$ cat src/rtl/vm_vend_ctrl.sv
// Vending sequencer: collects coin credit, requests one item at PRICE, then pays change one coin per handshake.
// Optional build macro VM_SOLDOUT_EN adds a soldout input that blocks or refunds a sale.
module vm_vend_ctrl #(
    parameter int PRICE = 3,
    parameter int CW    = 4
) (
    input  logic          clk,
    input  logic          rst,
    input  logic          coin_a,
    input  logic          coin_b,
    input  logic          cancel,
`ifdef VM_SOLDOUT_EN
    input  logic          soldout,
`endif
    output logic          coin_rej,
    output logic [CW-1:0] credit,
    output logic          item_req,
    input  logic          item_ack,
    output logic          chg_req,
    output logic [1:0]    chg_val,
    input  logic          chg_ack,
    output logic          busy
);

    typedef enum logic [1:0] {
        ST_IDLE    = 2'd0,
        ST_COLLECT = 2'd1,
        ST_VEND    = 2'd2,
        ST_CHANGE  = 2'd3
    } state_t;

    localparam logic [CW-1:0] PRICE_C = CW'(PRICE);

    state_t          r_state;
    logic [CW-1:0]   r_credit;
    logic            r_item_req;
    logic            r_chg_req;
    logic [1:0]      r_chg_val;
    logic            r_coin_rej;
    logic            r_busy;

    state_t          w_state_nxt;
    logic [CW-1:0]   w_credit_nxt;
    logic            w_item_req_nxt;
    logic            w_chg_req_nxt;
    logic [1:0]      w_chg_val_nxt;
    logic            w_coin_rej_nxt;
    logic            w_busy_nxt;

    logic            w_soldout;
    logic            w_any_coin;
    logic [CW-1:0]   w_coin_add;
    logic [CW-1:0]   w_acc;
    logic [CW-1:0]   w_left;

    // Largest coin that does not exceed the remaining credit.
    function automatic logic [1:0] chg_coin(input logic [CW-1:0] c);
        if (c >= CW'(2)) begin
            return 2'd2;
        end else begin
            return 2'd1;
        end
    endfunction

`ifdef VM_SOLDOUT_EN
    assign w_soldout = soldout;
`else
    assign w_soldout = 1'b0;
`endif

    assign w_any_coin = coin_a | coin_b;
    assign w_coin_add = {{(CW-2){1'b0}}, coin_b, coin_a};

    // Next-state, next-credit and next-output decode.
    always_comb begin
        w_state_nxt    = r_state;
        w_credit_nxt   = r_credit;
        w_item_req_nxt = r_item_req;
        w_chg_req_nxt  = r_chg_req;
        w_chg_val_nxt  = r_chg_val;
        w_coin_rej_nxt = 1'b0;
        w_acc          = r_credit;
        w_left         = r_credit;

        case (r_state)
            ST_IDLE, ST_COLLECT: begin
                // A soldout machine with no credit refuses coins outright.
                if ((r_state == ST_IDLE) && w_soldout) begin
                    w_acc          = r_credit;
                    w_coin_rej_nxt = w_any_coin;
                end else begin
                    w_acc = r_credit + w_coin_add;
                end
                w_credit_nxt = w_acc;
                if (cancel) begin
                    if (w_acc != {CW{1'b0}}) begin
                        w_state_nxt   = ST_CHANGE;
                        w_chg_req_nxt = 1'b1;
                        w_chg_val_nxt = chg_coin(w_acc);
                    end else begin
                        w_state_nxt = ST_IDLE;
                    end
                end else if (w_acc >= PRICE_C) begin
                    if (w_soldout) begin
                        w_state_nxt   = ST_CHANGE;
                        w_chg_req_nxt = 1'b1;
                        w_chg_val_nxt = chg_coin(w_acc);
                    end else begin
                        w_state_nxt    = ST_VEND;
                        w_item_req_nxt = 1'b1;
                    end
                end else if (w_acc != {CW{1'b0}}) begin
                    w_state_nxt = ST_COLLECT;
                end else begin
                    w_state_nxt = ST_IDLE;
                end
            end
            ST_VEND: begin
                w_coin_rej_nxt = w_any_coin;
                if (r_item_req && item_ack) begin
                    w_left         = r_credit - PRICE_C;
                    w_credit_nxt   = w_left;
                    w_item_req_nxt = 1'b0;
                    if (w_left != {CW{1'b0}}) begin
                        w_state_nxt   = ST_CHANGE;
                        w_chg_req_nxt = 1'b1;
                        w_chg_val_nxt = chg_coin(w_left);
                    end else begin
                        w_state_nxt = ST_IDLE;
                    end
                end else begin
                    w_state_nxt = ST_VEND;
                end
            end
            ST_CHANGE: begin
                w_coin_rej_nxt = w_any_coin;
                if (r_chg_req) begin
                    if (chg_ack) begin
                        w_left        = r_credit - {{(CW-2){1'b0}}, r_chg_val};
                        w_credit_nxt  = w_left;
                        w_chg_req_nxt = 1'b0;
                        w_chg_val_nxt = 2'd0;
                        if (w_left == {CW{1'b0}}) begin
                            w_state_nxt = ST_IDLE;
                        end else begin
                            w_state_nxt = ST_CHANGE;
                        end
                    end else begin
                        w_state_nxt = ST_CHANGE;
                    end
                end else if (r_credit != {CW{1'b0}}) begin
                    // Request is re-raised after the mandatory one-cycle gap.
                    w_chg_req_nxt = 1'b1;
                    w_chg_val_nxt = chg_coin(r_credit);
                end else begin
                    w_state_nxt = ST_IDLE;
                end
            end
            default: begin
                w_state_nxt    = ST_IDLE;
                w_credit_nxt   = {CW{1'b0}};
                w_item_req_nxt = 1'b0;
                w_chg_req_nxt  = 1'b0;
                w_chg_val_nxt  = 2'd0;
            end
        endcase

        w_busy_nxt = (w_state_nxt == ST_VEND) || (w_state_nxt == ST_CHANGE);
    end

    // State and registered-output update.
    always_ff @(posedge clk or negedge rst) begin
        if (!rst) begin
            r_state    <= ST_IDLE;
            r_credit   <= {CW{1'b0}};
            r_item_req <= 1'b0;
            r_chg_req  <= 1'b0;
            r_chg_val  <= 2'd0;
            r_coin_rej <= 1'b0;
            r_busy     <= 1'b0;
        end else begin
            r_state    <= w_state_nxt;
            r_credit   <= w_credit_nxt;
            r_item_req <= w_item_req_nxt;
            r_chg_req  <= w_chg_req_nxt;
            r_chg_val  <= w_chg_val_nxt;
            r_coin_rej <= w_coin_rej_nxt;
            r_busy     <= w_busy_nxt;
        end
    end

    assign credit   = r_credit;
    assign item_req = r_item_req;
    assign chg_req  = r_chg_req;
    assign chg_val  = r_chg_val;
    assign coin_rej = r_coin_rej;
    assign busy     = r_busy;

endmodule

$ cat config.mk
export PLATFORM = sky130hd
export DESIGN_NAME = vm_vend_ctrl
export DESIGN_NICKNAME = d
export VERILOG_FILES = /design/src/rtl/vm_vend_ctrl.sv
export SDC_FILE = /design/constraint.sdc
export NUM_CORES = 1
export LEC_CHECK = 0
export ABC_AREA = 1
export CAP_MARGIN = 20
export CORE_UTILIZATION = 30
export CTS_CLUSTER_SIZE = 28
export DETAILED_ROUTE_END_ITERATION = 16
export GPL_TIMING_DRIVEN = 0
export PLACE_DENSITY_LB_ADDON = 0.15
export SETUP_SLACK_MARGIN = 0.2
export SYNTH_ARGS = -nofsm -noshare
export SYNTH_HDL_FRONTEND = slang
export SYNTH_SLANG_ARGS = --single-unit
$ cat constraint.sdc
create_clock -name clk -period 2.64 [get_ports clk]
set_input_delay 0.264 -clock clk [delete_from_list [all_inputs] [get_ports clk]]
set_output_delay 0.264 -clock clk [all_outputs]
set_load 0.1 [all_outputs]
After elaboration in Yosys (flattened, before gate mapping)
Cells that the tools add are included.
- register bits: 12
- latch bits: 0
- memory bits (writable): 0
- ROM bits: 0
- input bits: 7
- memories kept: 0
- add/sub/neg operators: 3
- multiply operators: 0
- div/mod/pow operators: 0
- $lt $le $gt $ge: 4
- equality and inequality tests: 15
- shifts and indexed selects: 0
- multiplexer cells: 40
- bitwise logic cells: 1
- reductions and logical operators: 14
- operators by type and width (cell ; count):
    $mux 2 ; 19
    $ge 4x2->1 const B ; 4
    $mux 4 ; 4
    $ne 2x2->1 const B ; 8
    $pmux 2 s3 ; 2
    $pmux 4 s3 ; 1
    $reduce_bool 4->1 ; 3
    $mux 1 ; 11
    $eq 2x2->1 const B ; 4
    $reduce_and 4->1 ; 2
    $ne 3x3->1 const B ; 2
    $reduce_and 6->1 ; 1
    $add 4x2->4 ; 1
    $logic_not 4->1 ; 1
    $pmux 1 s2 ; 2
    $reduce_or 2->1 ; 2
    $sub 4x2->4 ; 1
    $sub 4x2->4 const B ; 1
    $pmux 1 s3 ; 1
    $reduce_and 3->1 ; 1
    $eq 2x1->1 const B ; 1
    $logic_not 2->1 ; 1
    $reduce_bool 2->1 ; 1
    $logic_and 1x1->1 ; 1
    2 further kinds ; 2

Longest topological paths before layout
Gate-level depths: netlist of run 1.
- depth after elaboration: 10
- mapped depth: 11
- gate-level depth less buffers: 11

Worst setup path after synthesis of run 1
No wires, ideal clock.
- path kind: reg-to-reg
- start point: register r_credit[0], in the netlist credit[0]
- end point: register r_busy, in the netlist busy
- library setup time: 0.120 ns
- arrival: 2.437 ns
- setup slack: 0.082 ns
- cell stages (with the launch flop): 11
- path buffers: 0
- clock period less this slack: 2.558 ns
- cells stage by stage: dfrtp_1 -> inv_1 -> ha_1 -> fa_1 -> nand2_1 -> nor2_1 -> nand3_1 -> nand2_1 -> nand2_1 -> nand2_1 -> nor2_1
- word-level cells in the longest chain between the ends: 9
- elaborated cells between the ends (all ways): 23
- classes of those cells: add/sub (3); order compare (1); eq/ne (2); mux (12); reduce/logical (5)
- RTL lines (element ; RTL line ; text):
    from (decl) ; 35 ; logic [CW-1:0] r_credit;
    from (signal assigned) ; 175 ; r_credit <= {CW{1'b0}};
    from (signal assigned) ; 183 ; r_credit <= w_credit_nxt;
    parallel branches: the longest is 6 deep, another holds $add 4x2->4 ; - ;
    $pmux 2 s3 * ; 85 ; case (r_state)
    $eq 2x2->1 ; 168 ; w_busy_nxt = (w_state_nxt == ST_VEND) || (w_state_nxt == ST_CHANGE);
    $logic_or 1x1->1 * ; 168 ;
    via w_busy_nxt ; 48 ; logic w_busy_nxt;
    to (signal assigned) ; 188 ; r_busy <= w_busy_nxt;
    to (decl) ; 40 ; logic r_busy;
Mark *: on every way through the listed nets, which the timed path passes. The select of a mux whose other input is x is not followed.
A chain may end at the register's enable or synchronous reset.

Worst setup path after layout of run 1
- start point: register r_credit[1], in the netlist credit[1]
- end point: output credit[1]
- RTL lines (element ; RTL line ; text):
    to (decl) ; 16 ; output logic [CW-1:0] credit,
No word-level cell between the ends.

==> results of run 1 <==
[area by class of cell]
class	count	share of cell area (%)
Buffer	2	1.69
Clock buffer	4	2.72
Inverter	18	5.43
Multi-Input combinational cell	113	51.2
Sequential cell	12	22.7
Tap cell	46	4.31
Timing Repair Buffer	16	12.0
[routing by layer]
metal | vias to the layer above | global-route usage [%]
met2 | 26 | 24.0
met4 | 0 | 5.71
li1 | 519 | -
met3 | 5 | 2.48
met1 | 469 | 21.4
met5 | - | 0
[path summary, 6_finish.rpt]
kind | startpoint | endpoint | slack (ps) | depth (start not counted)
max | credit[1] | credit[1] | 420 | 1
min | rst | credit[3] | 330 | 1
max reg2reg | credit[0] | chg_val[1] | 520 | 8
min reg2reg | item_req | item_req | 540 | 2
max in group asynchronous | rst | credit[1] | 1900 | 1
min in group clk | item_req | item_req | 540 | 2
[sequential cells by signal, indices dropped and copies added (netlist names)]
| signal | cells |
|---|---|
| chg_req | 1 |
| r_state | 2 |
| busy | 1 |
| item_req | 1 |
| credit | 4 |
| chg_val | 2 |
| coin_rej | 1 |
[metrics by stage]
stage / instance area [sq um] / instances / utilization (%) / worst slack, ps / hold WS, ps
6_report: 1340 / 211 / 39.4 / 417 / 328
5_1_grt: 1340 / 211 / 39.4 / 371 / 378
4_1_cts: 1340 / 211 / 39.4 / 407 / 366
3_5_place_dp: 1300 / 207 / 38.4 / 311 / 524
3_3_place_gp: 1300 / 207 / 38.4 / 342 / 504
2_1_floorplan: 1080 / 145 / - / 439 / -31.6
[cell usage in the layout, fill, tap and decap left out, drive strengths merged]
| master | instances |
|---|---|
| o211ai | 2 |
| nand2 | 37 |
| o221ai | 2 |
| nand3 | 16 |
| nand4 | 5 |
| o21ai | 7 |
| fa | 2 |
| a31oi | 1 |
| a21oi | 2 |
| nor2 | 22 |
| ha | 9 |
| inv | 18 |
| xor2 | 1 |
| clkdlybuf4s50 | 16 |
| and3 | 1 |
| a22oi | 1 |
| buf | 2 |
| dfrtp | 12 |
| xnor2 | 2 |
| o22ai | 3 |
| clkbuf | 4 |
[cell families after synthesis]
group	after synthesis	share of synthesized area [%]
flip-flops	12	27.8
buffers and inverters	20	8.81
XOR/XNOR	3	3.82
AO/OA/AOI/OAI	18	11.1
AND/OR/NAND/NOR	81	34.3
adder cells (fa/ha/maj)	11	14.1
==> flow_metrics.py, run 1 <==
metrics = {
    "yosys": {
        "synth_edf_count": 0,
        "synth-seq-area-share_pct": 27.8,
        "yosys_warnings": 0,
        "syn_nets": 163,
        "synthCells": 145,
        "yosysTopAreaCell": "dfrtp_1",
        "syn_avg_cell_area_sq_um": 7.45,
        "async_reset_ff_share_pct": 100,
        "synth.top_cell.area_share_pct": 27.8,
        "synth-main-ff-cell": "dfrtp_1",
        "ys_types": 29,
        "synth-seq-cells": 12,
        "synth.area.top_cells": "dfrtp_1 (28%), nand2_1 (12%), ha_1 (10%), nand3_1 (7.4%), nor2_1 (7.0%)",
        "netlist_top_cells_count": "nand2_1 (34), nor2_1 (20), nand3_1 (16), inv_1 (14), dfrtp_1 (12)",
        "syn_area_sq_um": 1080,
        "yosysMostFrequentCell": "nand2_1",
    },
    "cells_and_area": {
        "fillers": 343,
        "drive_above_1_share_pct": 12.7,
        "diodes": 0,
        "syn_to_final_growth_pct": 23.8,
        "seq_area_sq_um": 303,
        "multiInputGateArea_sq_um": 684,
        "finalNetCount": 184,
    },
    "drt": {
        "dr.pass1.iters": 5,
        "wirelength_um": 2530,
        "wl_met2_um": 1120,
        "wl_met1_um": 1260,
        "highest_layer": "met4",
        "vias": 1019,
        "met3_length_um": 105,
        "drt_iter0_markers": 24,
        "wire_per_inst_um": 12.0,
        "avgViaCountPerCell": 4.83,
        "drc": 0,
        "drtAntennaViolNets": 0,
    },
    "cts": {
        "cts_resized": 0,
        "clk_latency_ps": 290,
        "cts_buffers": 3,
        "hold_buffers": 0,
        "clockBufferDepth": 2,
        "htree_levels": 1,
        "cts_tree": "yes",
        "cts_setup_buffers": 0,
        "cts-root-buf": "clkbuf_4",
        "clock_sinks": 12,
        "clk_transition_reported_paths_ps": 100,
    },
    "timing": {
        "finalSetupTns_ps": 0,
        "relSlewSlack_pct": 35.4,
        "setup_viol": 0,
        "worst_pin_slew_ps": 966,
        "rsz0062_at_grt": "no",
        "drv_slew": 0,
        "fmax_mhz": 450,
        "clock_skew_ps": 11.3,
        "fin_crit_sh_pct": 84.2,
        "hold_viol_final": 0,
        "finalCriticalPeriod_ps": 2220,
    },
    "setup_path": {
        "critical_path_arrival_ps": 1960,
        "worstPathCellList": "clkdlybuf4s50_1",
        "start_kind": "flip-flop",
        "crit_path_end_kind": "output port",
        "worstPathRequired_ps": 2380,
        "slowest_stage": "clkdlybuf4s50_1",
        "cp_max_fo": 9,
        "cp_num_buf_inv": 1,
        "crit_type": "reg2out",
        "max_stage_delay_ps": 1170,
        "crit_family": "buffers and inverters",
    },
    "place": {
        "gp_congestion": 0.813,
        "dp_hpwl_um": 1990,
        "io_buffer_count": 16,
    },
    "global_routing": {
        "grt-ovfl-total": 0,
        "grt_pass1_wl_um": 4220,
        "grt_start_max_net_pins": 13,
        "grt_pass1_vias": 944,
        "track_usage_pct": 15.4,
        "antenna_found_initial": 0,
    },
    "worst_hold_path": {
        "min_path_type": "in2async",
    },
    "flow_run": {
        "maxCapViolCount": 0,
    },
    "floorplanning": {
        "die_h_um": 62.0,
        "io-pin-count": 17,
        "die_area_sq_um": 3840,
        "fp-row-count": 21,
        "initial_core_util_pct": 31.9,
        "fp.dieW_um": 62.0,
        "coreArea_sq_um": 3390,
    },
    "outcome": {
        "status": "completed",
    },
}
Power of run 1 is left out: the tool's default activity adds up to more than one toggle a clock period on the data nets, which glitch-free logic cannot reach.
==> inputs of run 2 (changes only) <==
Clock period 2.64 ns to 2.17 ns, I/O delays scaled along.
==> flow_metrics.py, run 2 (same netlist as run 1, synthesis figures left out) <==
metrics = {
    "cts": {
        "clock_sinks": 12,
        "htree_levels": 1,
        "clockBufferDepth": 2,
        "cts_buffers": 3,
        "clk_transition_reported_paths_ps": 80,
        "hold_buffers": 0,
        "cts-root-buf": "clkbuf_4",
        "cts_tree": "yes",
        "clk_latency_ps": 290,
    },
    "drt": {
        "wl_met1_um": 1210,
        "drc": 0,
        "wirelength_um": 2690,
        "wire_per_inst_um": 12.4,
        "drtAntennaViolNets": 0,
        "drt_iter0_markers": 45,
        "wl_met2_um": 1290,
        "highest_layer": "met4",
        "met3_length_um": 134,
        "vias": 1069,
        "avgViaCountPerCell": 4.93,
        "dr.pass1.iters": 4,
    },
    "timing": {
        "clock_skew_ps": 9.32,
        "fmax_mhz": 507,
        "fin_ws_ps": 198,
        "worst_pin_slew_ps": 963,
        "worst_hold_slack_ps": 294,
        "finalCriticalPeriod_ps": 1970,
        "relSlewSlack_pct": 35.7,
        "drv_slew": 0,
        "rsz0062_at_grt": "yes",
        "setup_viol": 0,
        "hold_viol_final": 0,
        "fin_crit_sh_pct": 90.9,
    },
    "outcome": {
        "status": "completed",
    },
    "place": {
        "dpl_cell_area_sq_um": 1330,
        "dp.cells": 207,
        "gp_congestion": 0.900,
        "io_buffer_count": 16,
        "pre_cts_slack_ps": -14.9,
        "dp_hpwl_um": 2090,
    },
    "floorplanning": {
        "initial_core_util_pct": 31.9,
        "fp-row-count": 21,
        "fp.dieW_um": 62.0,
        "io-pin-count": 17,
        "die_h_um": 62.0,
        "coreArea_sq_um": 3390,
        "die_area_sq_um": 3840,
    },
    "cells_and_area": {
        "diodes": 0,
        "fillers": 355,
        "finalNetCount": 190,
        "largest_reg_flops": 4,
        "final_common_cell": "nand2_1",
        "drive_above_1_share_pct": 22.2,
        "instances_no_fill": 217,
        "syn_to_final_growth_pct": 32.9,
        "design_area_sq_um": 1440,
        "layout_common_cells": "nand2_1 (33), nor2_1 (17), nand3_1 (14)",
    },
    "setup_path": {
        "worstPathRequired_ps": 1950,
        "crit_type": "reg2out",
        "worstPathCellList": "buf_4, dlygate4sd2_1",
        "worstReg2RegEnd": "chg_req",
        "crit_path_end_kind": "output port",
        "slowest_stage": "dlygate4sd2_1",
        "critical_path_arrival_ps": 1750,
        "max_stage_delay_ps": 840,
        "ff2ff_setup_slack_ps": 240,
        "rr_startpoint": "credit[0]",
        "worst_r2r_path_depth": 8,
        "cp_max_fo": 5,
        "start_kind": "flip-flop",
    },
    "global_routing": {
        "grt-ovfl-total": 0,
        "track_usage_pct": 16.6,
        "antenna_found_initial": 0,
        "grt_pass1_vias": 982,
        "grt_pass1_wl_um": 4550,
        "grt_start_max_net_pins": 13,
    },
    "worst_hold_path": {
        "min_path_type": "in2async",
    },
    "flow_run": {
        "maxCapViolCount": 0,
    },
}
[run 2: changes by cell type in the layout (fill, tap and decap cells not counted), sizes merged]
cell and delta:
dlygate4sd2 +8, buf +6, clkdlybuf4s50 -10, dlymetal6s2s +2
[run 2: area by class of cell]
class,instances,area [sq um],area share [%]
Buffer,2,22.5,1.57
Clock buffer,4,26.3,1.83
Inverter,18,75.1,5.23
Multi-Input combinational cell,113,743,51.8
Sequential cell,12,310,21.6
Tap cell,46,57.6,4.01
Timing Repair Buffer,22,200,13.9
[run 2: how the worst max path moves through the flow]
stage	startpoint	endpoint	depth (start not counted)
final	credit[0]	credit[0]	2
after global placement	coin_a	chg_req	9
after floorplan	credit[0]	chg_req	8
after detailed placement	coin_a	chg_req	9
after global routing	credit[0]	busy	8
after CTS	busy	busy	1
[run 2: routing by layer]
metal,GRT usage (%),up-vias
met1,23.6,501
met4,7.30,0
li1,-,539
met3,2.28,5
met5,0,-
met2,25.1,24
[run 2: repair_timing]
| item | in CTS | in global routing |
|---|---|---|
| pin swaps | 0 | 12 |
| setup buffers | 0 | 6 |
| setup endpoints to repair | 13 | 10 |
| resized for setup | 11 | 9 |
[run 2: per-stage QoR]
stage          setup TNS [ps]  utilization [%]
2_1_floorplan               0                -
3_5_place_dp            -33.3             39.1
6_report                    0             42.3
5_1_grt                     0             42.3
3_3_place_gp                0             39.1
4_1_cts                     0             40.1
[run 2: worst max-delay path, delay by kind of cell (launching register included)]
| kind | cells | cell delay [ps] |
|---|---|---|
| buffers and inverters | 2 | 980 |
| DFF | 1 | 480 |
Power of run 2 is left out for the same reason.
==> patch 1 (config.mk and constraints of run 1) <==
The option `VM_SOLDOUT_EN` is turned on by a define.
--- a/src/rtl/vm_vend_ctrl.sv
+++ b/src/rtl/vm_vend_ctrl.sv
@@ -1,4 +1,6 @@
 // Vending sequencer: collects coin credit, requests one item at PRICE, then pays change one coin per handshake.
 // Optional build macro VM_SOLDOUT_EN adds a soldout input that blocks or refunds a sale.
+`define VM_SOLDOUT_EN
+
 module vm_vend_ctrl #(
     parameter int PRICE = 3,
Ports: changed (added soldout); port bits go from 17 to 18. No check against the original RTL was run, so the function may have changed too.
==> patch 1 against run 1 <==
  * Count of clock-buffer cells in the layout did not move
  * Clock skew down 0.011 ns
  * Area after synthesis up 4.3%
  * Cell area increased by 5.6%
  * Sequential cell count did not move
  * First-iteration DRC count up 67%
  * Routed wire length up 12%
  * Worst setup slack gained 0.066 ns
  * Register-to-register slack gained 0.02 ns
==> patch 1: results (changes against run 1) <==
<table>
<tr><th>Metric</th><th>Value</th></tr>
<tr><th colspan="2">Status</th></tr>
<tr><td>Run status</td><td>finished, final reports clean</td></tr>
<tr><th colspan="2">Yosys</th></tr>
<tr><td>Number of distinct library cells after synthesis</td><td>29 (unchanged)</td></tr>
<tr><td>Area contributors post-synth</td><td>dfrtp_1 27%, nand2_1 14%, ha_1 10%, inv_1 6.7%, nand3_1 6.7%</td></tr>
<tr><td>Portion of the post-synthesis area used by sequential elements</td><td>26.7% (-1.1 points)</td></tr>
<tr><td>Syn nets</td><td>176 (+8.0%)</td></tr>
<tr><td>Post-synthesis average cell area</td><td>7.17 sq um (-3.7%)</td></tr>
<tr><td>Post-synth top cells</td><td>43 x nand2_1, 20 x inv_1, 15 x nand3_1</td></tr>
<tr><th colspan="2">Final layout</th></tr>
<tr><td>Fillers</td><td>390 (+14%)</td></tr>
<tr><td>Number of nets in the final layout</td><td>198 (+7.6%)</td></tr>
<tr><td>Fraction of layout cells with a size suffix above 1</td><td>14.0% (+1.3 points)</td></tr>
<tr><th colspan="2">Global routing</th></tr>
<tr><td>Vias in the first global route</td><td>1036 (+9.7%)</td></tr>
<tr><td>Global routing usage summed across all routing layers</td><td>16.0% (+0.62 points)</td></tr>
<tr><th colspan="2">Detailed routing</th></tr>
<tr><td>Vias per Instance</td><td>4.85 (+0.48%)</td></tr>
<tr><td>Detailed-router iteration count before antenna repair</td><td>4 (-1)</td></tr>
<tr><td>Vias after detailed routing</td><td>1087 (+6.7%)</td></tr>
<tr><td>Violation count after the first detailed-route iteration</td><td>40 (+67%)</td></tr>
<tr><td>Post-detailed-routing wire length</td><td>2820 um (+12%)</td></tr>
<tr><th colspan="2">STA</th></tr>
<tr><td>Slew at the pin closest to its max-slew limit</td><td>0.972 ns (+0.00592 ns)</td></tr>
<tr><td>Final setup skew</td><td>0.000736 ns (-0.0105 ns)</td></tr>
<tr><th colspan="2">Worst setup path</th></tr>
<tr><td>Arrival time of the worst setup path</td><td>1.89 ns (-0.07 ns)</td></tr>
<tr><td>Reg2reg path depth</td><td>12 (+4)</td></tr>
<tr><th colspan="2">Clock tree</th></tr>
<tr><td>Clock insertion delay at the later pin of the skew report</td><td>0.25 ns (-0.04 ns)</td></tr>
<tr><td>Clock edge transition at the registers on the reported setup and hold paths</td><td>0.06 ns (-0.04 ns)</td></tr>
<tr><th colspan="2">Place</th></tr>
<tr><td>Final estimated routing congestion in global placement</td><td>0.829 (+1.9%)</td></tr>
<tr><td>Post-detailed-placement half-perimeter wirelength</td><td>2220 um (+12%)</td></tr>
<tr><td>Cell area after placement</td><td>0.00136 sq mm (+4.3%)</td></tr>
<tr><td>Inst Count DP</td><td>220 (+6.3%)</td></tr>
<tr><td>Worst setup slack before clock tree synthesis</td><td>0.304 ns (-0.00655 ns)</td></tr>
</table>
patch 1: cell count changes after synthesis, sizes merged, moves of 3 or more:
cell and delta:
nand3 +3, nor2 -7, nand2 +12, o21ai -3
inv +6
patch 1: worst reg2reg max path, cell delays in order (launching register included):
cell     delay, ns
dfrtp_2       0.49
inv_1         0.27
fa_1          0.48
inv_1         0.08
nand2_2       0.05
nand2_2       0.09
nand2_1       0.08
nand3_2       0.09
nand2_2       0.06
nand3_4       0.11
nand3_2       0.08
nand2_1       0.06
nand2_1       0.04
patch 1: cells by family (layout without fill, tap and decap cells):
| logic type | count (synthesis) | in the layout | synth area share (%) |
|---|---|---|---|
| AND/OR/NAND/NOR | 88 | 88 | 38.2 |
| buffers and inverters | 25 | 46 | 8.67 |
| AO/OA/AOI/OAI | 18 | 18 | 10.6 |
| flip-flops | 12 | 12 | 26.7 |
| adder cells (fa/ha/maj) | 11 | 11 | 13.6 |
| XOR/XNOR | 3 | 3 | 2.33 |
patch 1: path summary, 6_finish.rpt:
check | startpoint | to | slack, ns
min in group clk | chg_val[0] | chg_val[0] | 0.52
max in group asynchronous | rst | credit[1] | 1.83
hold reg to reg | chg_val[0] | chg_val[0] | 0.52
setup reg to reg | credit[1] | chg_val[1] | 0.54
setup / recovery | credit[1] | credit[1] | 0.48
hold / removal | rst | credit[2] | 0.39
patch 1: where the power goes:
part	internal, mW	leakage, nW	switching, mW	total, mW
combinational	0.392	0.523	0.948	1.34
clock	0.132	0.0288	0.0810	0.213
sequential	0.248	0.135	0.0974	0.345
patch 1: final cells by class:
type | instances | area [sq um] | area share [%]
Sequential cell | 12 | 303 | 21.5
Multi-Input combinational cell | 120 | 728 | 51.6
Clock buffer | 4 | 55.1 | 3.90
Buffer | 1 | 7.51 | 0.532
Inverter | 24 | 90.1 | 6.38
Timing Repair Buffer | 17 | 170 | 12.1
Tap cell | 46 | 57.6 | 4.08
patch 1: per-layer routing:
metal	vias up	wire (um)	track usage, %	share of wire (%)
met4	0	58	8.24	2.1
met1	497	1380	22.1	49
met2	24	1300	24.3	46
met3	7	81	1.99	2.9
met5	-	0	0	0
li1	559	-	-	-
==> patch 2 (config.mk and constraints of run 1) <==
Made on the original files. Encoding of `state_t`: now one-hot (4 bits for 4 states).
--- a/src/rtl/vm_vend_ctrl.sv
+++ b/src/rtl/vm_vend_ctrl.sv
@@ -23,9 +23,9 @@
 );
 
-    typedef enum logic [1:0] {
-        ST_IDLE    = 2'd0,
-        ST_COLLECT = 2'd1,
-        ST_VEND    = 2'd2,
-        ST_CHANGE  = 2'd3
+    typedef enum logic [3:0] {
+        ST_IDLE    = 4'b0001,
+        ST_COLLECT = 4'b0010,
+        ST_VEND    = 4'b0100,
+        ST_CHANGE  = 4'b1000
     } state_t;
 
Behaviour: same outputs for any inputs over 10 cycles, from zero or initial values and one cycle with rst low; not proved beyond that.
==> patch 2 against run 1 <==
  * Cell area up 12%
  * Critical endpoint unchanged
  * Critical path depth unchanged
  * Via count is 12% higher
  * Sequential cell count grew 2
  * Area after synthesis is 13% higher
  * Routed wire length rose by 19%
  * Worst setup slack improved by 0.054 ns
  * Maximum frequency up 2.5%
  * Synthesized cell count is 19% higher
Power is left out: the tool's default activity adds up to more than one toggle a clock period on the data nets, which glitch-free logic cannot reach.
==> patch 2: results (changes against run 1) <==
<table>
<tr><th>Metric</th><th>Value</th></tr>
<tr><th colspan="2">Status</th></tr>
<tr><td>Run status</td><td>finished, final reports clean</td></tr>
<tr><th colspan="2">STA</th></tr>
<tr><td>Slew margin rel.</td><td>35.4% (-0.043 points)</td></tr>
<tr><td>Final setup skew</td><td>0.000773 ns (-0.0105 ns)</td></tr>
<tr><th colspan="2">Worst setup path</th></tr>
<tr><td>Maximum net fanout on the critical path</td><td>10 (+1)</td></tr>
<tr><td>Arrival time of the worst setup path</td><td>1.91 ns (-0.05 ns)</td></tr>
<tr><td>Worst reg2reg startpoint</td><td>credit[0]</td></tr>
<tr><th colspan="2">Clock tree</th></tr>
<tr><td>Sink count of the clock tree</td><td>14 (+2)</td></tr>
<tr><td>Clock insertion delay at the later pin of the skew report</td><td>0.25 ns (-0.04 ns)</td></tr>
<tr><td>Clk Tree Root Cell</td><td>clkbuf_8</td></tr>
<tr><td>Clock edge transition at the registers on the reported setup and hold paths</td><td>0.07 ns (-0.03 ns)</td></tr>
<tr><th colspan="2">Global routing</th></tr>
<tr><td>First-pass GRT wire length</td><td>5350 um (+27%)</td></tr>
<tr><td>Global routing usage summed across all routing layers</td><td>16.6% (+1.2 points)</td></tr>
<tr><td>Vias in the first global route</td><td>1099 (+16%)</td></tr>
<tr><td>Pin count of the biggest net entering global routing</td><td>15 (+2)</td></tr>
<tr><th colspan="2">Place</th></tr>
<tr><td>Post-detailed-placement half-perimeter wirelength</td><td>2390 um (+20%)</td></tr>
<tr><td>Final estimated routing congestion in global placement</td><td>0.944 (+16%)</td></tr>
<tr><th colspan="2">Yosys</th></tr>
<tr><td>Area contributors post-synth</td><td>dfrtp_1 27%, nand2_1 13%, ha_1 8.2%, inv_1 7.1%, nor2_1 5.9%</td></tr>
<tr><td>Portion of the post-synthesis area used by sequential elements</td><td>28.9% (+1.1 points)</td></tr>
<tr><td>Syn nets</td><td>189 (+16%)</td></tr>
<tr><td>Post-synth top cells</td><td>43 x nand2_1, 23 x inv_1, 19 x nor2_1</td></tr>
<tr><td>Number of distinct library cells after synthesis</td><td>31 (+6.9%)</td></tr>
<tr><td>Flip-flop cell with the highest count after synthesis</td><td>dfrtp_1</td></tr>
<tr><th colspan="2">Final layout</th></tr>
<tr><td>Fraction of layout cells with a size suffix above 1</td><td>14.1% (+1.3 points)</td></tr>
<tr><td>Number of nets in the final layout</td><td>210 (+14%)</td></tr>
<tr><th colspan="2">Detailed routing</th></tr>
<tr><td>Met1 wire length</td><td>1520 um (+20%)</td></tr>
<tr><td>Routed met3 length</td><td>103 um (-1.9%)</td></tr>
<tr><td>Violation count after the first detailed-route iteration</td><td>36 (+50%)</td></tr>
<tr><td>Detailed-router iteration count before antenna repair</td><td>4 (-1)</td></tr>
<tr><td>Routed length per placed instance</td><td>12.6 um (+4.9%)</td></tr>
<tr><td>Vias per Instance</td><td>4.74 (-1.8%)</td></tr>
</table>
## patch 2: changes by cell type in the layout (fill, tap and decap cells not counted), sizes merged, moves of 2 or more
cell	change
o21ai	+7
nand4	-2
inv	+10
a21oi	+5
nand2	+7
o221ai	-2
o211ai	-2
o22ai	-2
nor2	+2
## patch 2: worst paths after layout
path                            slack [ns]    endpoint  cells after the start
worst min-delay path                  0.44    coin_rej                      1
max in group asynchronous             1.71   credit[0]                      1
worst max-delay path                  0.47   credit[1]                      1
min in group clk                      0.53  chg_val[0]                      2
worst max register to register        0.56        busy                      6
worst min register to register        0.53  chg_val[0]                      2
## patch 2: logic make-up (layout without fill, tap and decap cells)
kind of cell,after synthesis,after routing,synth area share [%]
fa+ha+maj,10,10,11.5
simple gates,91,91,35.9
xor+xnor,3,3,2.78
buf+inv,30,50,10.3
compound gates,24,24,10.6
flops,14,14,28.9
## patch 2: per-layer routing
metal  vias up  global-route usage [%]
li1        586                       -
met1       524                    23.1
met2        22                    25.1
met3         6                    2.26
met4         0                    7.88
met5         -                       0
## patch 2: area by class of cell
class | instances | area share [%]
inverters | 29 | 7.62
flip-flops and latches | 14 | 23.7
repair buffers | 16 | 10.7
clock buffers | 4 | 3.69
multi-input cells | 128 | 49.5
plain buffers | 1 | 0.754
well taps | 48 | 4.02
## patch 2: worst register-to-register path, cell delays in order, from the launching register on
cell     delay (ns)
dfrtp_2        0.47
ha_1           0.25
fa_1           0.42
xnor2_2        0.26
nand3_1        0.20
o21ai_0        0.26
nand3_1        0.11
## patch 2: per-stage QoR
stage / setup slack, ns / util [%] / area, sq um / hold WS, ns / std cells
2_1_floorplan: 0.433 / - / 1220 / -0.0316 / 172
3_3_place_gp: 0.320 / 38.2 / 1440 / 0.502 / 236
3_5_place_dp: 0.312 / 38.2 / 1440 / 0.513 / 236
4_1_cts: 0.447 / 39.6 / 1490 / 0.462 / 240
5_1_grt: 0.404 / 39.6 / 1490 / 0.504 / 240
6_report: 0.470 / 39.6 / 1490 / 0.436 / 240
